[config.mk]
export PLATFORM = sky130hd
export DESIGN_NAME = interrupt_controller
export DESIGN_NICKNAME = d
export VERILOG_FILES = /design/src/rtl/interrupt_controller.sv
export SDC_FILE = /design/constraint.sdc
export NUM_CORES = 1
export LEC_CHECK = 0
export ABC_AREA = 1
export CORE_MARGIN = 2
export CORE_UTILIZATION = 46
export CTS_CLUSTER_DIAMETER = 40
export CTS_CLUSTER_SIZE = 30
export DETAILED_ROUTE_END_ITERATION = 10
export PLACE_DENSITY = 0.77
export SLEW_MARGIN = 20
export SYNTH_ARGS = -nofsm -noshare
export SYNTH_HDL_FRONTEND = slang
export SYNTH_SLANG_ARGS = --single-unit
[constraint.sdc]
create_clock -name clk -period 1.7 [get_ports clk]
set_clock_uncertainty 0.15 [all_clocks]
set_input_delay 0.255 -clock clk [delete_from_list [all_inputs] [get_ports clk]]
set_output_delay 0.255 -clock clk [all_outputs]
set_load 0.005 [all_outputs]
[src/rtl/interrupt_controller.sv]
// Prioritised interrupt controller: edge-latched pending bits, software mask, one vector in service at a time.
// Optional IRQ_SYNC_EN adds a 2-flop synchroniser on irq; the output is named intr because int is a reserved word.
module interrupt_controller #(
  parameter int NUM_IRQ   = 8,
  parameter int VEC_WIDTH = 3
) (
  input  logic                 clk,
  input  logic                 rst,
  input  logic [NUM_IRQ-1:0]   irq,
  input  logic                 mask_we,
  input  logic [NUM_IRQ-1:0]   mask_wdata,
  input  logic                 inta,
  input  logic                 eoi,
  output logic                 intr,
  output logic [VEC_WIDTH-1:0] vector,
  output logic                 busy,
  output logic [NUM_IRQ-1:0]   pending
);

  typedef enum logic [1:0] {
    IDLE    = 2'd0,
    REQ     = 2'd1,
    SERVICE = 2'd2
  } state_t;

  state_t               state;
  logic [NUM_IRQ-1:0]   irq_s;
  logic [NUM_IRQ-1:0]   irq_prev;
  logic [NUM_IRQ-1:0]   mask;
  logic [NUM_IRQ-1:0]   rise;
  logic [NUM_IRQ-1:0]   eligible;
  logic [NUM_IRQ-1:0]   clr;
  logic [VEC_WIDTH-1:0] winner;

`ifdef IRQ_SYNC_EN
  logic [NUM_IRQ-1:0] sync_1;
  logic [NUM_IRQ-1:0] sync_2;

  always_ff @(posedge clk) begin
    if (rst) begin
      sync_1 <= '0;
      sync_2 <= '0;
    end else begin
      sync_1 <= irq;
      sync_2 <= sync_1;
    end
  end

  assign irq_s = sync_2;
`else
  assign irq_s = irq;
`endif

  assign rise     = irq_s & ~irq_prev;
  assign eligible = pending & ~mask;

  always_comb begin
    winner = '0;
    for (int k = NUM_IRQ - 1; k >= 0; k--) begin
      if (eligible[k]) winner = VEC_WIDTH'(k);
    end
  end

  // only the accepted vector is cleared; OR-ing rise afterwards lets a same-cycle set win
  always_comb begin
    clr = '0;
    if (state == REQ && inta) clr[vector] = 1'b1;
  end

  always_ff @(posedge clk) begin
    if (rst) begin
      state    <= IDLE;
      intr     <= 1'b0;
      vector   <= '0;
      busy     <= 1'b0;
      pending  <= '0;
      mask     <= '1;
      irq_prev <= '0;
    end else begin
      irq_prev <= irq_s;
      pending  <= (pending & ~clr) | rise;
      if (mask_we) mask <= mask_wdata;
      case (state)
        IDLE: begin
          if (|eligible) begin
            vector <= winner;
            intr   <= 1'b1;
            state  <= REQ;
          end
        end
        REQ: begin
          if (inta) begin
            intr  <= 1'b0;
            busy  <= 1'b1;
            state <= SERVICE;
          end
        end
        SERVICE: begin
          if (eoi) begin
            busy  <= 1'b0;
            state <= IDLE;
          end
        end
        default: begin
          intr  <= 1'b0;
          busy  <= 1'b0;
          state <= IDLE;
        end
      endcase
    end
  end

endmodule

==> metrics.txt <==
top cells by area, synth=dfxtp_1 (50%), nand2_1 (7.9%), inv_1 (6.7%), a21oi_1 (4.9%), nand3_1 (4.9%); number of synthesized register bits=31; H-tree depth=2; DIE WIDTH=between 50 and 60 µm; # setup viols final=0; Slowest-stage cell, CP=clkdlybuf4s50_1; Internal=~0.0011 W; Worst-Skew Late Latency=0.31 ns; maximum clock path buffer count=2; Net Sw Frac=28.3%; Initial Util=~50%; share of the synthesized area in the top cell type=50.3%; Placer Congestion=0.831; Die Y=about 56 µm; power share of the clock group=22.6%; Slowest Stage Delay on Critical Path=0.53 ns; CP Max Fanout=3; Lkg Pwr=between 0.7 and 0.8 nW; first-pass GRT wire length=between 4 and 5 mm; Synth Instances=158; Peak Freq=607 MHz; Buf+Inv Stages, Crit Path=1; max_slew headroom=70.1%; P_sw=0.000447 W; status=complete, no violations; clk root buf=clkbuf_4; fin crit share=96.9%; Arr. time, crit path=1.24 ns; Yosys cell types=22; cell family with most CP delay=buffers and inverters; Final Util=65.7%; critical path, cell by cell=clkdlybuf4s50_1; hold_buf cts=0; Post-DP HPWL=2.07 mm; CTS tree=yes; port buffer count=33; EDFF count, synth=0; num rows=18; GRT Overall Usage=between 10% and 20%; Critical Path RT=1.29 ns; Least-Margin Pin Slew=0.447 ns; Post-Syn Area per Cell=7.82 µm²; Synthesized Nets=179; # IOs=34; Post-synth ARST share=0%; Final Hold Viols=0; TritonCTS buffer count=5; Setup Total Neg Slack=0 ns; Setup Crit Path Kind=flop to output port; total of max-cap violations=0; initial antenna violation count=0; Final Non-Filler Cells=around 220; maximum vdd drop=0.714 mV; pwr/cell area=960 nW/µm²; number of DRC markers in iteration 0=10; leading area contributor after synthesis=dfxtp_1; RSZ-0062 raised after global routing=false; pin count of the biggest net entering global routing=21; DIE AREA=between 3000 and 4000 µm²; post-synthesis sequential area ratio=50.3%; predominant post-synthesis flop cell=dfxtp_1; Final nets=between 200 and 250; Placeable Area=2500 µm²; drt wl/cell=12.4 µm; layout cell share with drive strength beyond 1=between 10% and 20%; Mapped Area=1230 µm²; Final min period=roughly 1.6 ns; CTS clk-pin slew, worst paths=0.08 ns; Final ANT Viol Nets=0; # diodes=0; Syn. warnings=0; Setup crit start kind=flop; count of pins over their slew limit=0; Gate power share=a little under a quarter; CTS Sinks=31; TritonRoute pass-1 iters=4; endpoint type of the worst setup path=output port; drc violations=0; vias in the first global route=between 1000 and 1500; via count=~1100; most common cell in the netlist=dfxtp_1; via/cell ratio=5.09; Layout area overhead=33.0%; Post-synth top cells=dfxtp_1 (31), nand2_1 (26), inv_1 (22); grt ovf=0; worst hold path class=flop to flop; Final Total Pwr=0.00158 W; cell count after placement=between 200 and 250; fill count=215; Seq pwr share=between 50% and 60%; Routed WL=2.78 mm
-- final timing paths --
| kind | endpoint | depth (start not counted) | from | slack [ns] |
|---|---|---|---|---|
| min reg2reg | pending[5]$_SDFF_PP0_ | 1 | irq_prev[5]$_SDFF_PP0_ | 0.27 |
| max reg2reg | vector[1]$_SDFFE_PP0P_ | 8 | pending[3]$_SDFF_PP0_ | 0.41 |
| max | pending[4] | 1 | pending[4]$_SDFF_PP0_ | 0.05 |
| min | pending[5]$_SDFF_PP0_ | 1 | irq_prev[5]$_SDFF_PP0_ | 0.27 |
-- area by class of cell --
type / instances / area (µm²) / share of cell area, %
Tap cell: 30 / 37.5 / 2.28
Sequential cell: 31 / 628 / 38.2
Inverter: 27 / 101 / 6.17
Multi-Input combinational cell: 96 / 497 / 30.2
Clock buffer: 6 / 41.3 / 2.51
Timing Repair Buffer: 34 / 338 / 20.6
-- metrics by stage --
step | hold WS (ns) | setup WS, ns | area [µm²]
after floorplan | 0.221 | 0.537 | 1230
after global placement | 0.261 | 0.197 | 1590
after detailed placement | 0.268 | 0.153 | 1590
after CTS | 0.280 | 0.0249 | 1640
after global routing | 0.288 | 0.00824 | 1640
final | 0.274 | 0.0524 | 1640
-- power groups by stage --
stage	combinational, W	clock, W	sequential (W)
2_1_floorplan	0.000197	0	0.000858
3_3_place_gp	0.000353	0	0.000866
3_5_place_dp	0.000361	0	0.000868
4_1_cts	0.000365	0.000373	0.000855
5_1_grt	0.000402	0.000409	0.000865
6_report	0.000364	0.000356	0.000857
-- registers in the layout (all words and copies together) (netlist names) --
name      cells
vector        3
pending       8
irq_prev      8
intr          1
mask          8
busy          1
state         2
-- repair_timing --
action / 4_1_cts / 5_1_grt
pin swaps: 0 / 0
gates cloned: 0 / 0
resized for setup: 3 / 2
setup buffers: 0 / 0
setup endpoints to repair: 3 / 2
-- routing by layer --
metal  global-route usage, %  share of wire, %  up-vias
li1                        -                 -      584
met1                    23.3                45      522
met2                    30.1                48       33
met3                    8.60               6.2        2
met4                    5.10              0.47        0
met5                       0                 0        -
-- placed cells by master, fill, tap and decap left out, drive strengths merged --
cell type | Yosys | routed
buf | 2 | 1
or2 | 1 | 1
clkbuf | 2 | 6
nand3 | 12 | 12
a21oi | 14 | 14
nand2 | 32 | 32
clkdlybuf4s50 | 0 | 33
a31oi | 1 | 1
inv | 27 | 27
o21ai | 20 | 20
nor2 | 7 | 7
o22ai | 8 | 8
nor3 | 1 | 1
dfxtp | 31 | 31
-- cells by family (layout without fill, tap and decap cells) --
family	Yosys count	in the layout	share of synthesized area [%]
buf+inv	31	67	9.52
simple gates	53	53	20.7
flops	31	31	50.3
compound gates	43	43	19.6
No activity file was read; power rests on OpenSTA's default activity.
